### config.mk
export PLATFORM = sky130hd
export DESIGN_NAME = sdram_init_refresh_sequencer_flat
export DESIGN_NICKNAME = d
export VERILOG_FILES = /design/src/rtl/sdram_init_refresh_sequencer_if.sv /design/src/rtl/sdram_init_refresh_sequencer.sv /design/src/flat_wrapper.sv
export SDC_FILE = /design/constraint.sdc
export NUM_CORES = 1
export LEC_CHECK = 0
export ABC_AREA = 1
export BUFFER_PORTS_ARGS = -buffer_cell sky130_fd_sc_hd__buf_2
export CORE_MARGIN = 2
export CORE_UTILIZATION = 30
export DETAILED_ROUTE_END_ITERATION = 10
export PLACE_DENSITY_LB_ADDON = 0.1
export SYNTH_ARGS = -nofsm -noshare
export SYNTH_HDL_FRONTEND = slang
export SYNTH_SLANG_ARGS = --single-unit
### constraint.sdc
create_clock -name clk -period 3.3 [get_ports clk]
set_input_delay 0.66 -clock clk [delete_from_list [all_inputs] [get_ports clk]]
set_output_delay 0.66 -clock clk [all_outputs]
set_load 0.01 [all_outputs]
### src/rtl/sdram_init_refresh_sequencer_if.sv
// Command bus and refresh handshake shared by the init/refresh sequencer and the SDRAM controller.
// The sequencer side is the master; the controller/SDRAM side is the slave.
interface sdram_init_refresh_sequencer_if #(
    parameter int unsigned ADDR_WIDTH = 12,
    parameter int unsigned BANK_WIDTH = 2
);
    logic                  init_done_port;
    logic                  refresh_req_port;
    logic                  refresh_urgent_port;
    logic                  refresh_grant_port;
    logic                  refresh_active_port;
    logic [3:0]            pending_count_port;
    logic                  overflow_port;
    logic                  ram_side_cs_n_port;
    logic                  ram_side_ras_n_port;
    logic                  ram_side_cas_n_port;
    logic                  ram_side_wr_en_port;
    logic [ADDR_WIDTH-1:0] ram_side_addr_port;
    logic [BANK_WIDTH-1:0] ram_side_bank_addr_port;
    logic                  ram_side_ck_en_port;

    modport master (
        output init_done_port, refresh_req_port, refresh_urgent_port, refresh_active_port,
               pending_count_port, overflow_port, ram_side_cs_n_port, ram_side_ras_n_port,
               ram_side_cas_n_port, ram_side_wr_en_port, ram_side_addr_port,
               ram_side_bank_addr_port, ram_side_ck_en_port,
        input  refresh_grant_port
    );

    modport slave (
        input  init_done_port, refresh_req_port, refresh_urgent_port, refresh_active_port,
               pending_count_port, overflow_port, ram_side_cs_n_port, ram_side_ras_n_port,
               ram_side_cas_n_port, ram_side_wr_en_port, ram_side_addr_port,
               ram_side_bank_addr_port, ram_side_ck_en_port,
        output refresh_grant_port
    );
endinterface

### src/rtl/sdram_init_refresh_sequencer.sv
// SDRAM power-up initialisation and periodic auto-refresh engine with bounded postponement.
// Owns the command bus during init and refresh bursts; otherwise hands it to the controller.
module sdram_init_refresh_sequencer #(
    parameter int unsigned POWERUP_CYCLES        = 16000,
    parameter int unsigned T_RP_CYCLES           = 2,
    parameter int unsigned T_RFC_CYCLES          = 6,
    parameter int unsigned T_MRD_CYCLES          = 2,
    parameter int unsigned INIT_REFRESH_COUNT    = 8,
    parameter int unsigned REFRESH_PERIOD_CYCLES = 624,
    parameter int unsigned MAX_POSTPONE          = 8,
    parameter int unsigned ADDR_WIDTH            = 12,
    parameter int unsigned BANK_WIDTH            = 2,
    parameter logic [ADDR_WIDTH-1:0] MODE_REG_VALUE = 12'h020
) (
    input logic                            clk,
    input logic                            reset_port,
    sdram_init_refresh_sequencer_if.master bus_io
);
    localparam logic [3:0] CmdNop = 4'b0111;
    localparam logic [3:0] CmdPre = 4'b0010;
    localparam logic [3:0] CmdRef = 4'b0001;
    localparam logic [3:0] CmdMrs = 4'b0000;

    localparam int unsigned GapA     = (T_RP_CYCLES > T_RFC_CYCLES) ? T_RP_CYCLES : T_RFC_CYCLES;
    localparam int unsigned GapB     = (GapA > T_MRD_CYCLES) ? GapA : T_MRD_CYCLES;
    localparam int unsigned TimerMax = (POWERUP_CYCLES > GapB) ? POWERUP_CYCLES : GapB;
    localparam int unsigned TW       = $clog2(TimerMax + 1);
    localparam int unsigned IW       = $clog2(INIT_REFRESH_COUNT + 1);
    localparam int unsigned RW       = $clog2(REFRESH_PERIOD_CYCLES + 1);

    localparam logic [TW-1:0] PowerupLast = TW'(POWERUP_CYCLES);
    localparam logic [TW-1:0] RpLoad      = TW'(T_RP_CYCLES - 1);
    localparam logic [TW-1:0] RfcLoad     = TW'(T_RFC_CYCLES - 1);
    localparam logic [TW-1:0] MrdLoad     = TW'(T_MRD_CYCLES - 1);
    localparam logic [IW-1:0] InitRefs    = IW'(INIT_REFRESH_COUNT);
    localparam logic [RW-1:0] TrefiLast   = RW'(REFRESH_PERIOD_CYCLES - 1);
    localparam logic [3:0]    MaxPend     = 4'(MAX_POSTPONE);
    localparam logic [ADDR_WIDTH-1:0] PreAllAddr = ADDR_WIDTH'(1024);

    typedef enum logic [2:0] {
        StPowerup, StInitRp, StInitRfc, StInitMrd, StIdle, StRefRp, StRefRfc
    } state_e;

    state_e                state_q;
    logic [TW-1:0]         timer_q;
    logic [IW-1:0]         init_refs_q;
    logic [RW-1:0]         trefi_q;
    logic [3:0]            cmd_q;
    logic [ADDR_WIDTH-1:0] addr_q;
    logic [BANK_WIDTH-1:0] bank_q;
    logic                  cke_q, init_done_q, active_q, req_q, urgent_q, overflow_q;
    logic [3:0]            pending_q, pending_d;
    logic                  overflow_d, tick, timer_done, ref_issue;

    // A tick and a refresh issued in the same cycle cancel out.
    always_comb begin
        tick       = init_done_q && (trefi_q == TrefiLast);
        timer_done = (timer_q == '0);
        ref_issue  = timer_done && ((state_q == StRefRp) ||
                                    ((state_q == StRefRfc) && (pending_q != '0)));
        pending_d  = pending_q;
        overflow_d = overflow_q;
        if (tick && !ref_issue) begin
            if (pending_q == MaxPend) overflow_d = 1'b1;
            else                      pending_d  = pending_q + 4'd1;
        end else if (!tick && ref_issue) begin
            pending_d = pending_q - 4'd1;
        end
    end

    always_ff @(posedge clk) begin
        if (reset_port) begin
            state_q     <= StPowerup;
            timer_q     <= '0;
            init_refs_q <= '0;
            trefi_q     <= '0;
            cmd_q       <= CmdNop;
            addr_q      <= '0;
            bank_q      <= '0;
            cke_q       <= 1'b0;
            init_done_q <= 1'b0;
            active_q    <= 1'b1;
            req_q       <= 1'b0;
            urgent_q    <= 1'b0;
            pending_q   <= '0;
            overflow_q  <= 1'b0;
        end else begin
            cmd_q      <= CmdNop;
            addr_q     <= '0;
            bank_q     <= '0;
            cke_q      <= 1'b1;
            pending_q  <= pending_d;
            overflow_q <= overflow_d;
            req_q      <= (pending_d != '0);
            urgent_q   <= (pending_d == MaxPend);
            if (init_done_q) trefi_q <= tick ? '0 : trefi_q + RW'(1);

            unique case (state_q)
                StPowerup: begin
                    if (timer_q == PowerupLast) begin
                        cmd_q   <= CmdPre;
                        addr_q  <= PreAllAddr;
                        timer_q <= RpLoad;
                        state_q <= StInitRp;
                    end else begin
                        timer_q <= timer_q + TW'(1);
                    end
                end
                StInitRp: begin
                    if (timer_done) begin
                        cmd_q       <= CmdRef;
                        init_refs_q <= init_refs_q + IW'(1);
                        timer_q     <= RfcLoad;
                        state_q     <= StInitRfc;
                    end else begin
                        timer_q <= timer_q - TW'(1);
                    end
                end
                StInitRfc: begin
                    if (!timer_done) begin
                        timer_q <= timer_q - TW'(1);
                    end else if (init_refs_q == InitRefs) begin
                        cmd_q   <= CmdMrs;
                        addr_q  <= MODE_REG_VALUE;
                        timer_q <= MrdLoad;
                        state_q <= StInitMrd;
                    end else begin
                        cmd_q       <= CmdRef;
                        init_refs_q <= init_refs_q + IW'(1);
                        timer_q     <= RfcLoad;
                    end
                end
                StInitMrd: begin
                    if (timer_done) begin
                        init_done_q <= 1'b1;
                        active_q    <= 1'b0;
                        state_q     <= StIdle;
                    end else begin
                        timer_q <= timer_q - TW'(1);
                    end
                end
                StIdle: begin
                    if (req_q && bus_io.refresh_grant_port) begin
                        cmd_q    <= CmdPre;
                        addr_q   <= PreAllAddr;
                        active_q <= 1'b1;
                        timer_q  <= RpLoad;
                        state_q  <= StRefRp;
                    end
                end
                StRefRp: begin
                    if (timer_done) begin
                        cmd_q   <= CmdRef;
                        timer_q <= RfcLoad;
                        state_q <= StRefRfc;
                    end else begin
                        timer_q <= timer_q - TW'(1);
                    end
                end
                StRefRfc: begin
                    if (!timer_done) begin
                        timer_q <= timer_q - TW'(1);
                    end else if (pending_q != '0) begin
                        cmd_q   <= CmdRef;
                        timer_q <= RfcLoad;
                    end else begin
                        active_q <= 1'b0;
                        state_q  <= StIdle;
                    end
                end
                default: state_q <= StPowerup;
            endcase
        end
    end

    assign {bus_io.ram_side_cs_n_port, bus_io.ram_side_ras_n_port,
            bus_io.ram_side_cas_n_port, bus_io.ram_side_wr_en_port} = cmd_q;
    assign bus_io.ram_side_addr_port      = addr_q;
    assign bus_io.ram_side_bank_addr_port = bank_q;
    assign bus_io.ram_side_ck_en_port     = cke_q;
    assign bus_io.init_done_port          = init_done_q;
    assign bus_io.refresh_active_port     = active_q;
    assign bus_io.refresh_req_port        = req_q;
    assign bus_io.refresh_urgent_port     = urgent_q;
    assign bus_io.pending_count_port      = pending_q;
    assign bus_io.overflow_port           = overflow_q;
endmodule
### src/flat_wrapper.sv
// flat-port wrapper written by rule: the top's interface ports become plain ports
module sdram_init_refresh_sequencer_flat 
#(
    parameter int unsigned POWERUP_CYCLES        = 16000,
    parameter int unsigned T_RP_CYCLES           = 2,
    parameter int unsigned T_RFC_CYCLES          = 6,
    parameter int unsigned T_MRD_CYCLES          = 2,
    parameter int unsigned INIT_REFRESH_COUNT    = 8,
    parameter int unsigned REFRESH_PERIOD_CYCLES = 624,
    parameter int unsigned MAX_POSTPONE          = 8,
    parameter int unsigned ADDR_WIDTH            = 12,
    parameter int unsigned BANK_WIDTH            = 2,
    parameter logic [ADDR_WIDTH-1:0] MODE_REG_VALUE = 12'h020
)
  (clk, reset_port, bus_io_init_done_port, bus_io_refresh_req_port, bus_io_refresh_urgent_port, bus_io_refresh_active_port, bus_io_pending_count_port, bus_io_overflow_port, bus_io_ram_side_cs_n_port, bus_io_ram_side_ras_n_port, bus_io_ram_side_cas_n_port, bus_io_ram_side_wr_en_port, bus_io_ram_side_addr_port, bus_io_ram_side_bank_addr_port, bus_io_ram_side_ck_en_port, bus_io_refresh_grant_port);
  sdram_init_refresh_sequencer_if #(.ADDR_WIDTH(ADDR_WIDTH), .BANK_WIDTH(BANK_WIDTH)) bus_io_i ();
  input logic clk;
  input logic reset_port;
  output wire logic [$bits(bus_io_i.init_done_port)-1:0] bus_io_init_done_port;
  output wire logic [$bits(bus_io_i.refresh_req_port)-1:0] bus_io_refresh_req_port;
  output wire logic [$bits(bus_io_i.refresh_urgent_port)-1:0] bus_io_refresh_urgent_port;
  output wire logic [$bits(bus_io_i.refresh_active_port)-1:0] bus_io_refresh_active_port;
  output wire logic [$bits(bus_io_i.pending_count_port)-1:0] bus_io_pending_count_port;
  output wire logic [$bits(bus_io_i.overflow_port)-1:0] bus_io_overflow_port;
  output wire logic [$bits(bus_io_i.ram_side_cs_n_port)-1:0] bus_io_ram_side_cs_n_port;
  output wire logic [$bits(bus_io_i.ram_side_ras_n_port)-1:0] bus_io_ram_side_ras_n_port;
  output wire logic [$bits(bus_io_i.ram_side_cas_n_port)-1:0] bus_io_ram_side_cas_n_port;
  output wire logic [$bits(bus_io_i.ram_side_wr_en_port)-1:0] bus_io_ram_side_wr_en_port;
  output wire logic [$bits(bus_io_i.ram_side_addr_port)-1:0] bus_io_ram_side_addr_port;
  output wire logic [$bits(bus_io_i.ram_side_bank_addr_port)-1:0] bus_io_ram_side_bank_addr_port;
  output wire logic [$bits(bus_io_i.ram_side_ck_en_port)-1:0] bus_io_ram_side_ck_en_port;
  input wire logic [$bits(bus_io_i.refresh_grant_port)-1:0] bus_io_refresh_grant_port;
  assign bus_io_init_done_port = bus_io_i.init_done_port;
  assign bus_io_refresh_req_port = bus_io_i.refresh_req_port;
  assign bus_io_refresh_urgent_port = bus_io_i.refresh_urgent_port;
  assign bus_io_refresh_active_port = bus_io_i.refresh_active_port;
  assign bus_io_pending_count_port = bus_io_i.pending_count_port;
  assign bus_io_overflow_port = bus_io_i.overflow_port;
  assign bus_io_ram_side_cs_n_port = bus_io_i.ram_side_cs_n_port;
  assign bus_io_ram_side_ras_n_port = bus_io_i.ram_side_ras_n_port;
  assign bus_io_ram_side_cas_n_port = bus_io_i.ram_side_cas_n_port;
  assign bus_io_ram_side_wr_en_port = bus_io_i.ram_side_wr_en_port;
  assign bus_io_ram_side_addr_port = bus_io_i.ram_side_addr_port;
  assign bus_io_ram_side_bank_addr_port = bus_io_i.ram_side_bank_addr_port;
  assign bus_io_ram_side_ck_en_port = bus_io_i.ram_side_ck_en_port;
  assign bus_io_i.refresh_grant_port = bus_io_refresh_grant_port;
  sdram_init_refresh_sequencer #(.POWERUP_CYCLES(POWERUP_CYCLES), .T_RP_CYCLES(T_RP_CYCLES), .T_RFC_CYCLES(T_RFC_CYCLES), .T_MRD_CYCLES(T_MRD_CYCLES), .INIT_REFRESH_COUNT(INIT_REFRESH_COUNT), .REFRESH_PERIOD_CYCLES(REFRESH_PERIOD_CYCLES), .MAX_POSTPONE(MAX_POSTPONE), .ADDR_WIDTH(ADDR_WIDTH), .BANK_WIDTH(BANK_WIDTH), .MODE_REG_VALUE(MODE_REG_VALUE)) u_core (.clk(clk), .reset_port(reset_port), .bus_io(bus_io_i));
endmodule
* Word level (Yosys, flattened, before mapping)
Cells that the tools add are included.
** Storage, ports and cells
- Latch bits :: 0
- Bits in read-only memories :: 0
- Memories kept :: 0
- Output and inout port bits :: 28
- Bits in writable memories :: 0
- Register bits :: 57
- Logic and storage cells :: 111
** Operators by class
- Add/subtract/negate cells :: 6
- Magnitude comparators :: 0
- Div/mod/pow operators :: 0
- Multipliers :: 0
- Muxes and demuxes :: 46
- Equality and inequality tests :: 23
- Shift-type cells :: 0
- Reductions and logical operators :: 23
- Bitwise logic cells :: 0
** Operator list (number)
- 14-bit two-way mux :: 7
- 14-bit case mux with 6 select lines :: 1
- 3-bit two-way mux :: 14
- 12-bit case mux with 3 select lines :: 1
- 4-bit two-way mux :: 8
- 11-bit two-way mux :: 2
- 3-bit case mux with 7 select lines :: 1
- 4-bit case mux with 5 select lines :: 1
- 2-bit by 1-bit != test with 1-bit output, second input constant :: 8
- 14-bit by 1-bit adder with 14-bit output, second input constant :: 1
- 14-bit equality test, second input constant :: 1
- 14-bit zero test :: 1
- 14-bit by 1-bit subtractor with 14-bit output, second input constant :: 1
- 4-bit equality test, second input constant :: 3
- 12-bit two-way mux :: 1
- 10-bit by 1-bit adder with 10-bit output, second input constant :: 1
- 10-bit equality test, second input constant :: 1
- 10-bit two-way mux :: 1
- 3-bit equality test, second input constant :: 3
- 9-bit AND reduction :: 1
- 4-bit by 1-bit adder with 4-bit output, second input constant :: 2
- 4-bit case mux with 2 select lines :: 1
- 4-bit AND reduction :: 2
- 4-bit nonzero test :: 2
- other kinds (18) :: 33

* Depth between registers and ports, before layout
Gate-level depths: netlist of the first run.
- Depth in word-level cells :: 8
- Depth in mapped cells :: 14

* Least setup slack after synthesis of the first run
No wires, ideal clock.
- Path kind :: register to register
- From :: register u_core.pending_q[0], in the netlist u_core.bus_io.pending_count_port[0]
- To :: register u_core.timer_q[1]
- Buffers on the path :: 1
- Setup time :: 119 ps
- Data arrival time :: 1565 ps
- Data required time :: 3181 ps
- Clock period less this slack :: 1684 ps
- Slack :: 1616 ps
- Cell stages (with the launch flop) :: 10
- Cells stage by stage :: dfxtp_1 -> inv_1 -> ha_1 -> nand3_1 -> or2_1 -> nor2_2 -> nor3_4 -> buf_4 -> o21ai_0 -> nor2_1
** Between the ends
- Word-level cells in the longest chain between the ends :: 3
** RTL lines
- from (decl) :: line sdram_init_refresh_sequencer.sv:52 : logic [3:0] pending_q, pending_d;
- from (signal assigned) :: line sdram_init_refresh_sequencer.sv:92 : pending_q <= pending_d;
- 4-bit nonzero test :: line sdram_init_refresh_sequencer.sv:163 : end else if (pending_q != '0) begin
- 3-bit != test (no source line)
- 4-bit AND reduction (no source line)
- to (signal assigned) :: line sdram_init_refresh_sequencer.sv:157 : timer_q <= timer_q - TW'(1);
- to (signal assigned) :: line sdram_init_refresh_sequencer.sv:162 : timer_q <= timer_q - TW'(1);
- to (signal assigned) :: line sdram_init_refresh_sequencer.sv:165 : timer_q <= RfcLoad;
- to (decl) :: line sdram_init_refresh_sequencer.sv:45 : logic [TW-1:0] timer_q;
No other way between the ends.
A chain may end at the register's enable or synchronous reset.

* Worst setup path after layout of the first run
- From :: register u_core.timer_q[0]
- To :: register u_core.timer_q[0]
** Between the ends
- Word-level cells in the longest chain between the ends :: 3
- Elaborated cells on any way between the ends :: 13
- Classes of those cells :: 2 x add/sub; 3 x eq/ne; 6 x mux; 2 x reduce/logical
** RTL lines
- from (signal assigned) :: line sdram_init_refresh_sequencer.sv:103 : timer_q <= RpLoad;
- from (signal assigned) :: line sdram_init_refresh_sequencer.sv:106 : timer_q <= timer_q + TW'(1);
- from (signal assigned) :: line sdram_init_refresh_sequencer.sv:113 : timer_q <= RfcLoad;
- 14-bit by 1-bit subtractor with 14-bit output, or another cell as far along
- 14-bit two-way mux, or another cell as far along :: line sdram_init_refresh_sequencer.sv:161 : if (!timer_done) begin
- 14-bit case mux with 6 select lines or 4-bit AND reduction (tied branches)
Several ways; a longest one is shown, not always the timed one. The select of a mux whose other input is x is not followed.

==> results of run 1 <==
[flip-flops by register name, summed over array words and instances, names as in the netlist]
register and cells:
u_core.timer_q 14, u_core.trefi_q 10, u_core.bus_io.pending_count_port 4, u_core.init_refs_q 4
u_core.cmd_q 3, u_core.state_q 3, u_core.bus_io.ram_side_addr_port 2, u_core.bus_io.init_done_port 1
u_core.bus_io.overflow_port 1, u_core.bus_io.ram_side_ck_en_port 1, u_core.bus_io.refresh_active_port 1, u_core.bus_io.refresh_req_port 1
u_core.bus_io.refresh_urgent_port 1
[metal layers]
metal | routed length (microns) | share of wire, % | track usage [%] | vias up
met4 | 34 | 0.45 | 2.632 | 0
met5 | 0 | 0 | 0 | -
met2 | 3451 | 46 | 23.72 | 36
li1 | - | - | - | 1483
met3 | 226 | 3.0 | 2.330 | 2
met1 | 3823 | 51 | 18.56 | 1268
[layout make-up]
class                      instances  share of cell area, %
timing repair buffer              17                  2.534
inverter                          63                  7.119
clock inverter                     2                  1.118
multi-input combinational        336                  54.57
sequential                        46                  27.43
clock buffer                       6                  2.162
tap                              136                  5.069
[where the power goes]
group / leakage, uW / internal (uW) / switching, uW
Clock: 0.0000514 / 226 / 204
Combinational: 0.00108 / 474 / 949
Sequential: 0.000374 / 665 / 163
Total: 0.00151 / 1360 / 1320
[synthesized netlist by cell type, drive strengths merged]
library cell	count	area, sq um
inv	61	231.5
a211oi	1	7.510
a21boi	1	7.510
nand4	12	81.33
nor4	2	27.53
o31ai	1	7.510
a21oi	32	178.9
nand3b	1	7.510
o21a	2	15.01
ha	7	87.58
nand3	46	252.8
and3	1	6.260
o211ai	1	12.51
clkbuf	4	15.01
xor2	16	140.1
a31oi	4	25.02
o21ai	27	135.1
o221ai	1	8.760
dfxtp	46	920.9
a32oi	2	17.52
buf	23	177.7
or2	3	18.77
conb	1	3.750
clkinv	2	7.510
nor3	11	77.57
nor2	59	291.5
nand2	91	361.6
nor3b	2	15.01
[worst max-delay path, stage by stage, from the launching register on]
cell and delay [ns]:
dfxtp_1 0.40, inv_1 0.08, ha_1 0.26, nand3_4 0.15
nor2_4 0.07, nand2_4 0.14, nor2_4 0.07, nor3_4 0.67
o21ai_0 0.16, a31oi_1 0.17
[through the flow]
step	cell area, sq um	setup WS, ns	power, uW
floorplan	3184	1.616	2016
global placement	3247	1.090	2274
detailed placement	3247	1.041	2266
CTS	3357	1.015	2713
global route	3357	0.7638	2944
finish	3357	1.059	2681
[cell families after synthesis]
group	after synthesis
and+or+nand+nor	228
buffers and inverters	90
AOI/OAI and AO/OA	72
DFF	46
xor gates and xnor gates	16
adders and majority gates	7
other	1
[worst min-delay path by stage]
stage | cells past startpoint | start | to
finish | 1 | u_core.trefi_q[9] | u_core.trefi_q[9]
global route | 2 | u_core.init_refs_q[2] | u_core.init_refs_q[2]
CTS | 1 | u_core.trefi_q[9] | u_core.trefi_q[9]
detailed placement | 1 | u_core.trefi_q[9] | u_core.trefi_q[9]
global placement | 1 | u_core.trefi_q[9] | u_core.trefi_q[9]
floorplan | 1 | u_core.trefi_q[9] | u_core.trefi_q[9]
==> results by group, run 1 <==
Critical path
  • Endpoint of the worst register-to-register path: u_core.timer_q[0]
  • Launch point of the worst path: u_core.timer_q[0]
  • Register-to-Register Path Depth: 9
  • Critical Path Sink Type: flop
  • Setup crit end: u_core.timer_q[0]
  • Crit path arrival time: 2.47 ns
  • Reg2Reg Launch Point: u_core.timer_q[0]
  • Worst Path Max Fanout: 21
  • Worst EP required: 3.53 ns
  • Reg-to-reg setup timing slack: 1.06 ns
  • Crit Path Category: flop to flop
  • Worst Setup Start Kind: flop

CTS
  • CTS clock-pin slew for the worst setup and hold paths: 0.09 ns
  • Post-CTS Setup Repair Bufs: 0
  • CTS tree: done
  • Post-CTS sizing: 0
  • Hold buffer count at cts: 0
  • CTS H-tree depth: 2
  • CTS Buf Count: 5
  • Sinks on the clock net: 46
  • Clock Tree Buf Depth: 2
  • Root Driver: clkbuf_8
  • Worst skew pair latency: 0.30 ns

Floorplan
  • DIE AREA: 11300 sq um
  • Die Wd: 106.3 microns
  • Chip height: 106.3 microns
  • Starting Density: 30.68%
  • Ports: 31
  • Core area: 10230 sq um
  • Std cell rows: 37

Yosys
  • Compound-Gate Fraction of Synth Area: 13.23%
  • Multiplexer share of the synthesized area: 0%
  • FF+latch count, synth: 46
  • Main combinational cell family by area after synthesis: simple AND/OR/NAND/NOR gates
  • Synth Area in Adders: 2.790%
  • Post-synthesis cell area: 3139 sq um
  • Seq/Total Area, Yosys: 29.33%
  • Cells after Synth: 460
  • Avg Inst Size Synth: 6.824 sq um
  • Post-Synth Simple-Gate Area: 36.31%
  • Xor/xnor cell area share of the yosys netlist: 4.464%
  • Unique masters post-synth: 45
  • Synth warn: 0

Power
  • Maximum vdd drop: 0.2195 mV
  • Static Leak: 0.001506 uW
  • Pwr/cell area: 798.7 nW/um^2

Timing
  • Period utilization: 67.91%
  • Final Critical Period: 2.241 ns
  • Hold slack: 0.4899 ns
  • Total Neg Setup Slack: 0 ns
  • F_max: 446.2 MHz
  • Setup violations, final: 0
  • Max_slew headroom: 43.47%
  • Max-slew violation count: 0
  • RSZ-0062 raised after global routing: no
  • Slew @ Worst Pin: 0.8470 ns
  • Endpoints failing hold: 0
  • Final clock skew: 0.01180 ns

Detailed routing
  • Routed Antenna Nets: 0
  • Vias/cell: 4.602
  • Iteration-0 DRC Markers: 113
  • DRT Wirelength: 7535 microns
  • Drt pass-1 iters: 4
  • DRC: 0
  • Routed vias: 2789
  • Drt wl/cell: 12.43 microns

Cells and area
  • Register area: 920.9 sq um
  • Commonest non-fill, non-tap cell in the layout: nand2_1
  • Layout cells sized above 1: 14.47%
  • Area of the multi-input gates: 1832 sq um
  • Most frequent cells in the layout: nand2_1, inv_1, dfxtp_1, nand3_1, nor2_1
  • ANT cells: 0
  • Area grow syn2layout: 6.935%
  • Nets: 479
  • Non-Filler Instances: 606
  • Util after Layout: 32.81%
  • Fillers: 1137

Job
  • Max Cap Violations: 0

GRT
  • Initial antenna violation count: 0
  • Maximum number of pins on one net before global-route repair: 26
  • Overall routing resource usage: 13.91%
  • Vias in the first global route: 2574
  • Global-route wire length before repair: 12830 microns
  • Total congestion overflow: 0

Status
  • Outcome: complete, no violations

Placement
  • Number of port buffers: 17
  • Inst Count DP: 598
  • DP HPWL: 5691 microns
  • Routability Congestion: 0.8030

Min path
  • Tightest Hold Check Type: flop to flop
Note: power is estimated with default switching activity, not from simulation.
==> inputs of run 2 (changes only) <==
clock period = 2.05 ns   (was 3.3 ns; I/O delays follow)
==> results by group, run 2 (synthesized netlist as in run 1, its figures left out) <==
Status
  • Outcome: complete, no violations

CTS
  • CTS Buf Count: 5 (unchanged)
  • CTS tree: done
  • Clock Tree Buf Depth: 2 (unchanged)
  • Root Driver: clkbuf_8
  • Sinks on the clock net: 46 (unchanged)
  • Worst skew pair latency: 0.32 ns (+0.02 ns)
  • Hold buffer count at cts: 0 (unchanged)
  • CTS H-tree depth: 2 (unchanged)
  • CTS clock-pin slew for the worst setup and hold paths: 0.10 ns (about the same)

Timing
  • Period utilization: 90.17% (+22 points)
  • Max-slew violation count: 0 (unchanged)
  • Final clock skew: 0.01228 ns (+0.0004785 ns)
  • RSZ-0062 raised after global routing: yes
  • Setup violations, final: 0 (unchanged)
  • Hold slack: 0.4899 ns (+0.00004600 ns)
  • Endpoints failing hold: 0 (unchanged)
  • Final Critical Period: 1.848 ns (-0.3927 ns)
  • F_max: 541.0 MHz (+21%)

Critical path
  • Crit path arrival time: 2.06 ns (-0.41 ns)
  • Critical Path Sink Type: flop
  • Reg2Reg Launch Point: u_core.timer_q[0]
  • Launch point of the worst path: u_core.timer_q[0]
  • Worst Setup Start Kind: flop
  • Register-to-Register Path Depth: 10 (+1)
  • Reg-to-reg setup timing slack: 0.20 ns (-0.86 ns)
  • Endpoint of the worst register-to-register path: u_core.timer_q[1]
  • Worst Path Max Fanout: 13 (-38%)
  • Crit Path Category: flop to flop
  • Setup crit end: u_core.timer_q[1]
  • Worst EP required: 2.26 ns (-1.27 ns)

GRT
  • Vias in the first global route: 2600 (+1.0%)
  • Maximum number of pins on one net before global-route repair: 16 (-38%)
  • Overall routing resource usage: 14.06% (+0.15 points)
  • Total congestion overflow: 0 (unchanged)
  • Global-route wire length before repair: 12710 microns (-0.92%)
  • Initial antenna violation count: 0 (unchanged)

Detailed routing
  • Drt pass-1 iters: 4 (unchanged)
  • Vias/cell: 4.551 (-1.1%)
  • Routed Antenna Nets: 0 (unchanged)
  • Routed vias: 2808 (+0.68%)
  • DRT Wirelength: 7605 microns (+0.93%)
  • DRC: 0 (unchanged)
  • Iteration-0 DRC Markers: 94 (-17%)
  • Drt wl/cell: 12.33 microns (-0.87%)

Floorplan
  • Die Wd: 106.3 microns (unchanged)
  • DIE AREA: 11300 sq um (unchanged)
  • Core area: 10230 sq um (unchanged)
  • Ports: 31 (unchanged)
  • Chip height: 106.3 microns (unchanged)
  • Std cell rows: 37 (unchanged)
  • Starting Density: 30.68% (unchanged)

Power
  • Reg power frac: 28.7% (-2.2 points)
  • P_int: 2422 uW (+77%)
  • Clk pwr share: 18.4% (+2.4 points)
  • Static Leak: 0.001588 uW (+5.5%)
  • Switching Share: 47.33% (-1.8 points)
  • NetSw: 2176 uW (+65%)
  • Maximum vdd drop: 0.5287 mV (+140%)
  • Combinational share of power: 52.8% (-0.3 points)
  • Pwr/cell area: 1316 nW/um^2 (+65%)

Placement
  • Routability Congestion: 0.7658 (-4.6%)
  • DP HPWL: 5864 microns (+3.0%)
  • Number of port buffers: 17 (unchanged)
  • Inst Count DP: 609 (+1.8%)

Cells and area
  • ANT cells: 0 (unchanged)
  • Fillers: 1129 (-0.70%)
  • Most frequent cells in the layout: nand2_1, inv_1, dfxtp_1, nand3_1, nor2_1
  • Max FFs per register: 14 (unchanged)
  • Nets: 490 (+2.3%)
  • Commonest non-fill, non-tap cell in the layout: nand2_1
  • Top flop regs: u_core.timer_q: 14 flops, u_core.trefi_q: 10 flops
  • Largest Register: u_core.timer_q
  • Non-Filler Instances: 617 (+1.8%)
  • Area grow syn2layout: 11.32%
  • Layout cells sized above 1: 17.67% (+3.2 points)

Job
  • Max Cap Violations: 0 (unchanged)

Min path
  • Critical hold path startpoint: u_core.trefi_q[9]
  • Tightest Hold Check Type: flop to flop
==> run 2: cell count changes in the layout (fill, tap and decap cells not counted), sizes merged <==
| cell | change |
|---|---|
| clkinvlp | -1 |
| clkbuf | -1 |
| clkinv | +1 |
| buf | +11 |
| bufinv | +1 |
==> run 2: power groups by stage <==
stage               clock network (uW)  registers [uW]  logic, uW
floorplan                            0            1230       2010
global placement                     0            1340       2440
detailed placement                   0            1340       2420
CTS                                878            1320       2440
global route                       907            1350       2740
finish                             848            1320       2430
==> run 2: worst min-delay path by stage <==
stage,to,cells after the start
final,u_core.trefi_q[9],1
after detailed placement,u_core.trefi_q[9],1
after CTS,u_core.trefi_q[9],1
after global placement,u_core.trefi_q[9],1
after global routing,u_core.trefi_q[1],3
after floorplan,u_core.trefi_q[9],1
==> run 2: routing by layer <==
metal,wire (microns),global-route usage [%]
met1,3853,19.26
met2,3423,22.76
met3,266,2.882
met4,61,3.102
met5,0,0
==> run 2: area by class of cell <==
class	count	area, sq um	area share, %
clock buffer	5	68.82	1.969
clock inverter	3	68.82	1.969
inverter	63	239.0	6.839
multi-input combinational	336	1847	52.85
sequential	46	920.9	26.35
tap	136	170.2	4.869
timing repair buffer	28	180.2	5.156
==> run 2: timing repair <==
item                       4_1_cts  5_1_grt
setup endpoints to repair        0       14
resized for setup                0        5
buffers inserted                 0        0
==> run 2: critical path, stage by stage (launching register included) <==
cell	delay [ns]
dfxtp_1	0.36
inv_1	0.09
ha_2	0.22
nand3_4	0.14
nor2_4	0.17
nand2_4	0.13
nor2_4	0.17
nor3_4	0.06
buf_4	0.18
o21ai_0	0.16
nor2_1	0.07
==> run 2: through the flow <==
| step | setup slack [ns] | cell area (sq um) | util (%) | power [uW] | setup TNS (ns) |
|---|---|---|---|---|---|
| 6_report | 0.2016 | 3495 | 34.16 | 4598 | 0 |
| 5_1_grt | -0.002692 | 3495 | 34.16 | 4997 | -0.002692 |
| 4_1_cts | 0.02651 | 3480 | 34.01 | 4629 | 0 |
| 3_5_place_dp | 0.04242 | 3342 | 32.66 | 3759 | 0 |
| 3_3_place_gp | 0.1126 | 3342 | 32.66 | 3775 | 0 |
| 2_1_floorplan | 0.3661 | 3184 | - | 3246 | 0 |
